==> src/rtl/env_frame_scheduler_pkg.sv <==
// Shared types and constants for the world-update scheduling blocks.
package env_pkg;

  // Frame sequencer states, in the order a normal frame walks through them.
  typedef enum logic [2:0] {
    IDLE,
    ENV_START,
    ENV_WAIT,
    PHYS_START,
    PHYS_WAIT,
    SWAP
  } sched_state_t;

  // Default bound on how long any single done handshake may take.
  localparam int DEFAULT_TIMEOUT_CYCLES = 200000;

  // World geometry constants used by the environment update blocks.
  localparam int WORLD_BITS             = 10;
  localparam int MAX_POLYGONS_ON_SCREEN = 64;

endpackage

==> src/rtl/env_frame_scheduler_handshake_watchdog.sv <==
// Cycle counter that flags a handshake which never produced its done pulse.
// One instance serves both wait states: the start states clear it, the wait
// states let it run.
module handshake_watchdog
  import env_pkg::*;
#(
  parameter int TIMEOUT_CYCLES = DEFAULT_TIMEOUT_CYCLES
) (
  input  logic clk_in,
  input  logic rst_in,
  input  logic clear,
  input  logic enable,
  input  logic done,
  output logic timeout
);

  localparam int CNT_W = (TIMEOUT_CYCLES > 1) ? $clog2(TIMEOUT_CYCLES) : 1;
  localparam logic [CNT_W-1:0] LAST = CNT_W'(TIMEOUT_CYCLES - 1);

  logic [CNT_W-1:0] wait_cnt;

  // Count wait cycles; hold at the terminal value so it can never wrap.
  always_ff @(posedge clk_in) begin
    if (rst_in) begin
      wait_cnt <= '0;
    end else if (clear) begin
      wait_cnt <= '0;
    end else if (enable && (wait_cnt != LAST)) begin
      wait_cnt <= wait_cnt + CNT_W'(1);
    end
  end

  // A done pulse on the terminal cycle beats the timeout.
  assign timeout = enable && !done && (wait_cnt == LAST);

endmodule

==> src/rtl/env_frame_scheduler.sv <==
// Per-frame sequencer: on an accepted frame tick it runs the environment
// updater STEPS_PER_FRAME times, then the physics pass once, then flips the
// renderer buffer select. Dropped ticks are counted; a hung handshake parks
// the sequencer in IDLE with a sticky fault until reset.
module env_frame_scheduler
  import env_pkg::*;
#(
  parameter int STEPS_PER_FRAME = 1,
  parameter int TIMEOUT_CYCLES  = DEFAULT_TIMEOUT_CYCLES,
  parameter int COUNT_BITS      = 16
) (
  input  logic                  clk_in,
  input  logic                  rst_in,
  input  logic                  frame_in,
  input  logic                  pause_in,
  output logic                  env_start_out,
  input  logic                  env_done_in,
  output logic                  phys_start_out,
  input  logic                  phys_done_in,
  output logic                  buffer_sel_out,
  output logic                  frame_done_out,
  output logic                  busy_out,
  output logic [COUNT_BITS-1:0] overrun_count_out,
  output logic                  fault_out
);

  localparam int STEP_W = $clog2(STEPS_PER_FRAME + 1);
  localparam logic [STEP_W-1:0] LAST_STEP = STEP_W'(STEPS_PER_FRAME - 1);

  sched_state_t      state, state_nxt;
  logic [STEP_W-1:0] step_cnt, step_nxt;
  logic              fault_nxt;
  logic              wd_clear, wd_enable, wd_done, wd_timeout;
  logic              overrun;

  function automatic logic [COUNT_BITS-1:0] sat_inc(input logic [COUNT_BITS-1:0] v);
    return (&v) ? v : v + COUNT_BITS'(1);
  endfunction

  // Watchdog controls come straight from the state register so the
  // next-state logic below only consumes the timeout result.
  assign wd_clear  = (state == ENV_START) || (state == PHYS_START);
  assign wd_enable = (state == ENV_WAIT)  || (state == PHYS_WAIT);
  assign wd_done   = ((state == ENV_WAIT)  && env_done_in) ||
                     ((state == PHYS_WAIT) && phys_done_in);

  handshake_watchdog #(
    .TIMEOUT_CYCLES(TIMEOUT_CYCLES)
  ) u_watchdog (
    .clk_in (clk_in),
    .rst_in (rst_in),
    .clear  (wd_clear),
    .enable (wd_enable),
    .done   (wd_done),
    .timeout(wd_timeout)
  );

  // A tick that arrives while a frame is still in flight is dropped.
  assign overrun = frame_in && !pause_in && (state != IDLE);

  // Next-state, step and fault decisions.
  always_comb begin
    state_nxt = state;
    step_nxt  = step_cnt;
    fault_nxt = fault_out;
    case (state)
      IDLE: begin
        if (frame_in && !pause_in && !fault_out) begin
          state_nxt = ENV_START;
          step_nxt  = '0;
        end
      end
      ENV_START: state_nxt = ENV_WAIT;
      ENV_WAIT: begin
        if (env_done_in) begin
          if (step_cnt < LAST_STEP) begin
            step_nxt  = step_cnt + STEP_W'(1);
            state_nxt = ENV_START;
          end else begin
            state_nxt = PHYS_START;
          end
        end else if (wd_timeout) begin
          fault_nxt = 1'b1;
          state_nxt = IDLE;
        end
      end
      PHYS_START: state_nxt = PHYS_WAIT;
      PHYS_WAIT: begin
        if (phys_done_in) begin
          state_nxt = SWAP;
        end else if (wd_timeout) begin
          fault_nxt = 1'b1;
          state_nxt = IDLE;
        end
      end
      SWAP:    state_nxt = IDLE;
      default: state_nxt = IDLE;
    endcase
  end

  // State, step counter and sticky fault.
  always_ff @(posedge clk_in) begin
    if (rst_in) begin
      state     <= IDLE;
      step_cnt  <= '0;
      fault_out <= 1'b0;
    end else begin
      state     <= state_nxt;
      step_cnt  <= step_nxt;
      fault_out <= fault_nxt;
    end
  end

  // Moore outputs registered from the next state so each pulse lines up
  // exactly with the cycle the FSM spends in its state.
  always_ff @(posedge clk_in) begin
    if (rst_in) begin
      env_start_out  <= 1'b0;
      phys_start_out <= 1'b0;
      frame_done_out <= 1'b0;
      busy_out       <= 1'b0;
      buffer_sel_out <= 1'b0;
    end else begin
      env_start_out  <= (state_nxt == ENV_START);
      phys_start_out <= (state_nxt == PHYS_START);
      frame_done_out <= (state_nxt == SWAP);
      busy_out       <= (state_nxt != IDLE);
      if (state_nxt == SWAP) begin
        buffer_sel_out <= ~buffer_sel_out;
      end
    end
  end

  // Saturating count of dropped frame ticks.
  always_ff @(posedge clk_in) begin
    if (rst_in) begin
      overrun_count_out <= '0;
    end else if (overrun) begin
      overrun_count_out <= sat_inc(overrun_count_out);
    end
  end

endmodule

==> config.mk <==
export PLATFORM = sky130hd
export DESIGN_NAME = env_frame_scheduler
export DESIGN_NICKNAME = d
export VERILOG_FILES = /design/src/rtl/env_frame_scheduler_pkg.sv /design/src/rtl/env_frame_scheduler_handshake_watchdog.sv /design/src/rtl/env_frame_scheduler.sv
export SDC_FILE = /design/constraint.sdc
export NUM_CORES = 1
export LEC_CHECK = 0
export CORE_MARGIN = 2
export CORE_UTILIZATION = 50
export CTS_CLUSTER_DIAMETER = 50
export DETAILED_ROUTE_END_ITERATION = 16
export PLACE_DENSITY = 0.84
export SLEW_MARGIN = 5
export SYNTH_ARGS = -nofsm -noshare
export SYNTH_HDL_FRONTEND = slang
export SYNTH_SLANG_ARGS = --single-unit
==> constraint.sdc <==
create_clock -name clk_in -period 2.8 [get_ports clk_in]
set_input_delay 0.84 -clock clk_in [delete_from_list [all_inputs] [get_ports clk_in]]
set_output_delay 0.84 -clock clk_in [all_outputs]
set_load 0.01 [all_outputs]
# Yosys cells after proc, flatten, opt, wreduce, memory -nomap -nowiden
# Index checks and enable logic that the tools add are counted.
[totals]
regBits = 44
latchBits = 0
mem_bits_rw = 0
romBits = 0
inputBits = 6
elab_cells = 68
n_memories = 0
[op_classes]
n_addsub = 3
multipliers = 0
div_mod_pow = 0
magnitude_cmp = 1
n_eq_ne = 14
shift = 0
muxes = 14
bitwise = 2
n_reduce_logical = 24
[ops]
columns = ["op", "n"]
rows = [
  ["18-bit by 1-bit adder with 18-bit output, second input constant", 1],
  ["18-bit equality test, second input constant", 1],
  ["18-bit inequality test, second input constant", 1],
  ["16-bit by 1-bit adder with 16-bit output, second input constant", 1],
  ["16-bit AND reduction", 1],
  ["3-bit one-hot mux with 5 select lines", 1],
  ["3-bit two-way mux", 4],
  ["3-bit by 2-bit equality test with 1-bit output, second input constant", 3],
  ["1-bit logical AND", 8],
  ["2-bit inequality test, second input constant", 4],
  ["3-bit by 1-bit equality test with 1-bit output, second input constant", 2],
  ["3-bit equality test, second input constant", 2],
  ["1-bit two-way mux", 6],
  ["3-bit nonzero test", 2],
  ["1-bit one-hot mux with 2 select lines", 2],
  ["4-bit AND reduction", 1],
  ["2-bit nonzero test", 2],
  ["1-bit zero test", 3],
  ["3-bit zero test", 1],
  ["1-bit logical OR", 3],
  ["3-bit AND reduction", 1],
  ["2-bit two-way mux", 1],
  ["2-bit by 1-bit inequality test with 1-bit output, second input constant", 1],
  ["1-bit inverter", 2],
  ["other kinds (4)", 4],
]

# Depth between registers and ports, before layout
[logic_depth]
ltp_word = 10
mapped_depth = 5
depth_no_buf = 5

# By module
# From an unflattened synthesis, not the netlist that was laid out.
[unflattened]
cells_unflattened = 257
hier_area_um2 = 2195.9
[by_module_without_submodules]
columns = ["module", "instances", "cells_per_inst", "area_each_um2", "seq_area_each_um2"]
rows = [
  ["env_frame_scheduler", 1, 139, 1222.4, 500.5],
  ["handshake_watchdog", 1, 118, 973.4, 360.3],
]

# Worst setup path before layout
# OpenSTA, ideal clock, no wires.
[synth_path]
kind = "in2reg"
start = "input port frame_in"
end = "register overrun_count_out[7]"
setup_time_ps = 121
arrival_ps = 1918
t_required_ps = 2679
setup_slack_ps = 761
path_stages = 4
path_buffers = 0
cell_sequence = "nor2b_1 -> nand4_1 -> a211oi_1 -> mux2_2"
[synth_between]
elab_chain_len = 3
[synth_rtl]
columns = ["item", "line_no", "text"]
rows = [
  ["start: declaration", "env_frame_scheduler.sv:14", "input logic frame_in,"],
  ["1-bit logical AND (2 in a row)", "env_frame_scheduler.sv:59", "assign overrun = frame_in && !pause_in && (state != IDLE);"],
  ["2-bit AND reduction (no line)", "n/a", ""],
  ["end signal: assignment", "env_frame_scheduler.sv:139", "overrun_count_out <= sat_inc(overrun_count_out);"],
  ["end: declaration", "env_frame_scheduler.sv:23", "output logic [COUNT_BITS-1:0] overrun_count_out,"],
]
# No other way between the ends.
# A chain may end at the register's enable or synchronous reset.

# Final worst setup path
# Same ends and word-level chain as after synthesis.

==> summary.md <==
| Metric | Value |
|---|---|
| Max Clock Skew | 3.22 ps |
| Crit path max fanout | 8 |
| Simple-gate share of the synthesized area | between 30% and 40% |
| Sequential share of the synthesized area | 39.0% |
| Leak Pwr | 0.862 nW |
| CP Cell Sequence | clkdlybuf4s50_1 > nor2b_1 > nand4_1 > a211oi_1 > mux2_2 |
| # hold bufs at CTS | 0 |
| DP HPWL | ~3.4 mm |
| Post-route insts no fill | 339 |
| Post-CTS Setup Inserts | 0 |
| Setup Viol. Count Final | 0 |
| EDFF count, synth | 0 |
| CTS tree | built |
| Core area | between 0.004 and 0.005 mm^2 |
| CP delay by family, top | simple AND/OR/NAND/NOR gates |
| Placed insts | roughly 330 |
| Cell depth of the worst flop-to-flop path | 5 |
| Total track usage | 20.0% |
| Hold Violations, Final | 0 |
| Least-Margin Pin Slew | between 600 and 700 ps |
| Die Span Y | roughly 70 um |
| DRT Pass-1 Iters | 4 |
| Worst VDD drop | approximately 0.26 mV |
| Synth Area in XOR/XNOR | around 1.9% |
| Layout area overhead | 18.7% |
| DIE WIDTH | 70.4 um |
| Period Utilization, post-route | 84.4% |
| Port bufs | 27 |
| Clk buf depth | 2 |
| Syn nets | 268 |
| Hold Path Depth | 2 |
| Synthesized netlist cell count | 260 |
| Ys Warns | 0 |
| PostCTS Resize Cnt | 0 |
| Via-to-Cell Ratio | 6.09 |
| Largest net degree at the start of global routing | 36 |
| H-Tree Depth | 2 |
| Register-to-register setup slack | between 700 and 800 ps |
| Worst setup path category | input port to flop |
| PwrDens | between 400 and 500 mW/mm^2 |
| Ant diodes | 0 |
| Initial Util | 51.4% |
| Vias in the first global route | 1791 |
| Num CTS Buffers | 5 |
| Synthesis-stage register bit count | 43 |
| ANT nets after route | 0 |
| FF/Latch Area | 861 um^2 |
| Die area | between 0.004 and 0.005 mm^2 |
| Initial antenna violation count | 0 |
| Hold Startpoint | u_watchdog.wait_cnt[1]$_SDFFE_PP0P_ |
| CP max stage delay | 450 ps |
| DR vias | 2066 |
| Crit path DAT | 2550 ps |
| Mapped cell area | 0.00221 mm^2 |
| Hold_ws | 487 ps |
| Post-layout util | about 60% |
| Worst hold path class | flop to flop |
| Worst skew pair latency | slightly below 300 ps |
| Fraction of final layout cells sized beyond drive strength 1 | 8.36% |
| Crit-path slowest cell | clkdlybuf4s50_1 |
| Post-synthesis mux area share | under 10% |
| Main synth FF type | dfxtp_1 |
| Post-synthesis compound-gate area fraction | 15.2% |
| WP buf/inv | 1 |
| R2r endpoint | overrun_count_out[0]$_SDFFE_PP0P_ |
| Worst slew margin | 57.5% |
| Setup TNS | 0 ps |
| RSZ-0062 raised after global routing | false |
| Fin. max-slew vios | 0 |
| Post-synthesis adder-cell area fraction | 1.13% |
| Crit. End Element | flop |
| Grt total ovfl | 0 |
| Fin crit period | 2360 ps |
| Peak Freq | 423 MHz |
| Max-cap viol count | 0 |
| Clk sinks | 43 |
| Netlist cell types | 44 |
| Mean Syn Cell Area | 8.49 um^2 |
| Final wirelength | 4.81 mm |
| # rows | 24 |
| Final #Nets | 294 |
| Remaining DRCs | 0 |
| Ys async rst share | 0% |
| Worst hold path endpoint | u_watchdog.wait_cnt[1]$_SDFFE_PP0P_ |
| Worst Path Required | between 2000 and 3000 ps |
| Filler Cell Count | 379 |
| WL per Instance | 14.2 um |
| Routability cong. | 0.862 |
| First-pass GRT wire length | slightly above 8 mm |
| Clock slew at reported path FFs | 80 ps |
| Largest family of logic cells by synthesized area | simple AND/OR/NAND/NOR gates |
| CTS root buffer | clkbuf_8 |
| Outcome | complete, no violations |
| RR Startpoint | overrun_count_out[0]$_SDFFE_PP0P_ |
| Area of the multi-input gates | around 0.0013 mm^2 |
| Worst setup SP type | input port |
| Initial DRC count | 163 |
| IO Pins | 28 |
## cell usage after synthesis, drive strengths merged, types with 8 or more instances
master	instances	area, um^2
dfxtp	43	861
nand2	23	91.3
a21oi	20	100
nor2	19	71.3
nand3	14	70.1
nor2b	11	68.8
nand4	10	62.6
o31ai	10	75.1
clkbuf	9	33.8
mux2	9	101
or4	9	67.6
or3	8	50.1
## metal layers
layer	vias up	global-route usage [%]	wire [um]
li1	1039	-	-
met1	970	27.6	2370
met2	49	31.9	2190
met3	8	3.90	200
met4	0	5.34	52
met5	-	0	0
## worst max-delay path by stage
stage	from	to	cells past startpoint
global route	frame_in	overrun_count_out[13]$_SDFFE_PP0P_	5
CTS	frame_in	overrun_count_out[7]$_SDFFE_PP0P_	5
finish	frame_in	overrun_count_out[7]$_SDFFE_PP0P_	5
global placement	frame_in	overrun_count_out[7]$_SDFFE_PP0P_	5
floorplan	frame_in	overrun_count_out[7]$_SDFFE_PP0P_	4
detailed placement	frame_in	overrun_count_out[7]$_SDFFE_PP0P_	5
## kinds of logic after synthesis
kind of cell,count (synthesis)
DFF,43
muxes,15
buffers and inverters,17
xor gates and xnor gates,4
and+or+nand+nor,127
adders and majority gates,2
AOI/OAI and AO/OA,52
## flip-flops by register name, summed over array words and instances (netlist names)
register / count
overrun_count_out: 16
frame_done_out: 1
env_start_out: 1
u_watchdog.wait_cnt: 18
phys_start_out: 1
buffer_sel_out: 1
fault_out: 1
busy_out: 1
state: 3
## report_power, final
group,switching [mW],leakage [nW],internal [mW]
Combinational,0.0431,0.463,0.0323
Clock,0.205,0.0515,0.225
Sequential,0.0107,0.347,0.619
## metrics by stage
step	setup WS, ps	cell area (um^2)	power [mW]
after floorplan	761	2210	0.690
after global placement	191	2520	0.716
after detailed placement	165	2520	0.718
after CTS	475	2620	1.14
after global routing	300	2620	1.17
final	438	2620	1.13
## final cells by class
cell class                 count  share of cell area [%]
multi-input combinational    200                    48.9
inverter                       7                    1.00
timing repair buffer          29                    10.9
sequential                    43                    32.9
tap                           52                    2.48
clock buffer                   8                    3.82
## placed cells by master (no fill, tap or decap), types with 2 or more instances in the layout
| cell type | Yosys | final |
|---|---|---|
| or4_1 | 9 | 9 |
| a41oi_1 | 2 | 2 |
| nor3_1 | 5 | 5 |
| and4_1 | 6 | 6 |
| dfxtp_1 | 43 | 43 |
| inv_1 | 7 | 7 |
| xor2_1 | 2 | 2 |
| mux2i_1 | 6 | 6 |
| nand3_1 | 14 | 14 |
| or3_1 | 8 | 8 |
| clkbuf_8 | 0 | 7 |
| nor4b_1 | 3 | 3 |
| ha_1 | 2 | 2 |
| nor2b_1 | 11 | 11 |
| buf_4 | 0 | 2 |
| a211oi_1 | 5 | 5 |
| a21oi_1 | 20 | 20 |
| and3_1 | 3 | 3 |
| and2_1 | 2 | 2 |
| nor2_1 | 19 | 19 |
| o31ai_1 | 10 | 10 |
| nand2_2 | 2 | 2 |
| o21ai_0 | 7 | 7 |
| nand2_1 | 21 | 21 |
| nand4_1 | 10 | 10 |
| mux2_2 | 9 | 9 |
| clkdlybuf4s50_1 | 0 | 27 |
| nor4_1 | 7 | 7 |
## worst min-delay path: stages (launching register included)
cell	delay [ps]
dfxtp_1	330
nand2_1	60
mux2i_1	50
No activity file was read; power rests on OpenSTA's default activity.
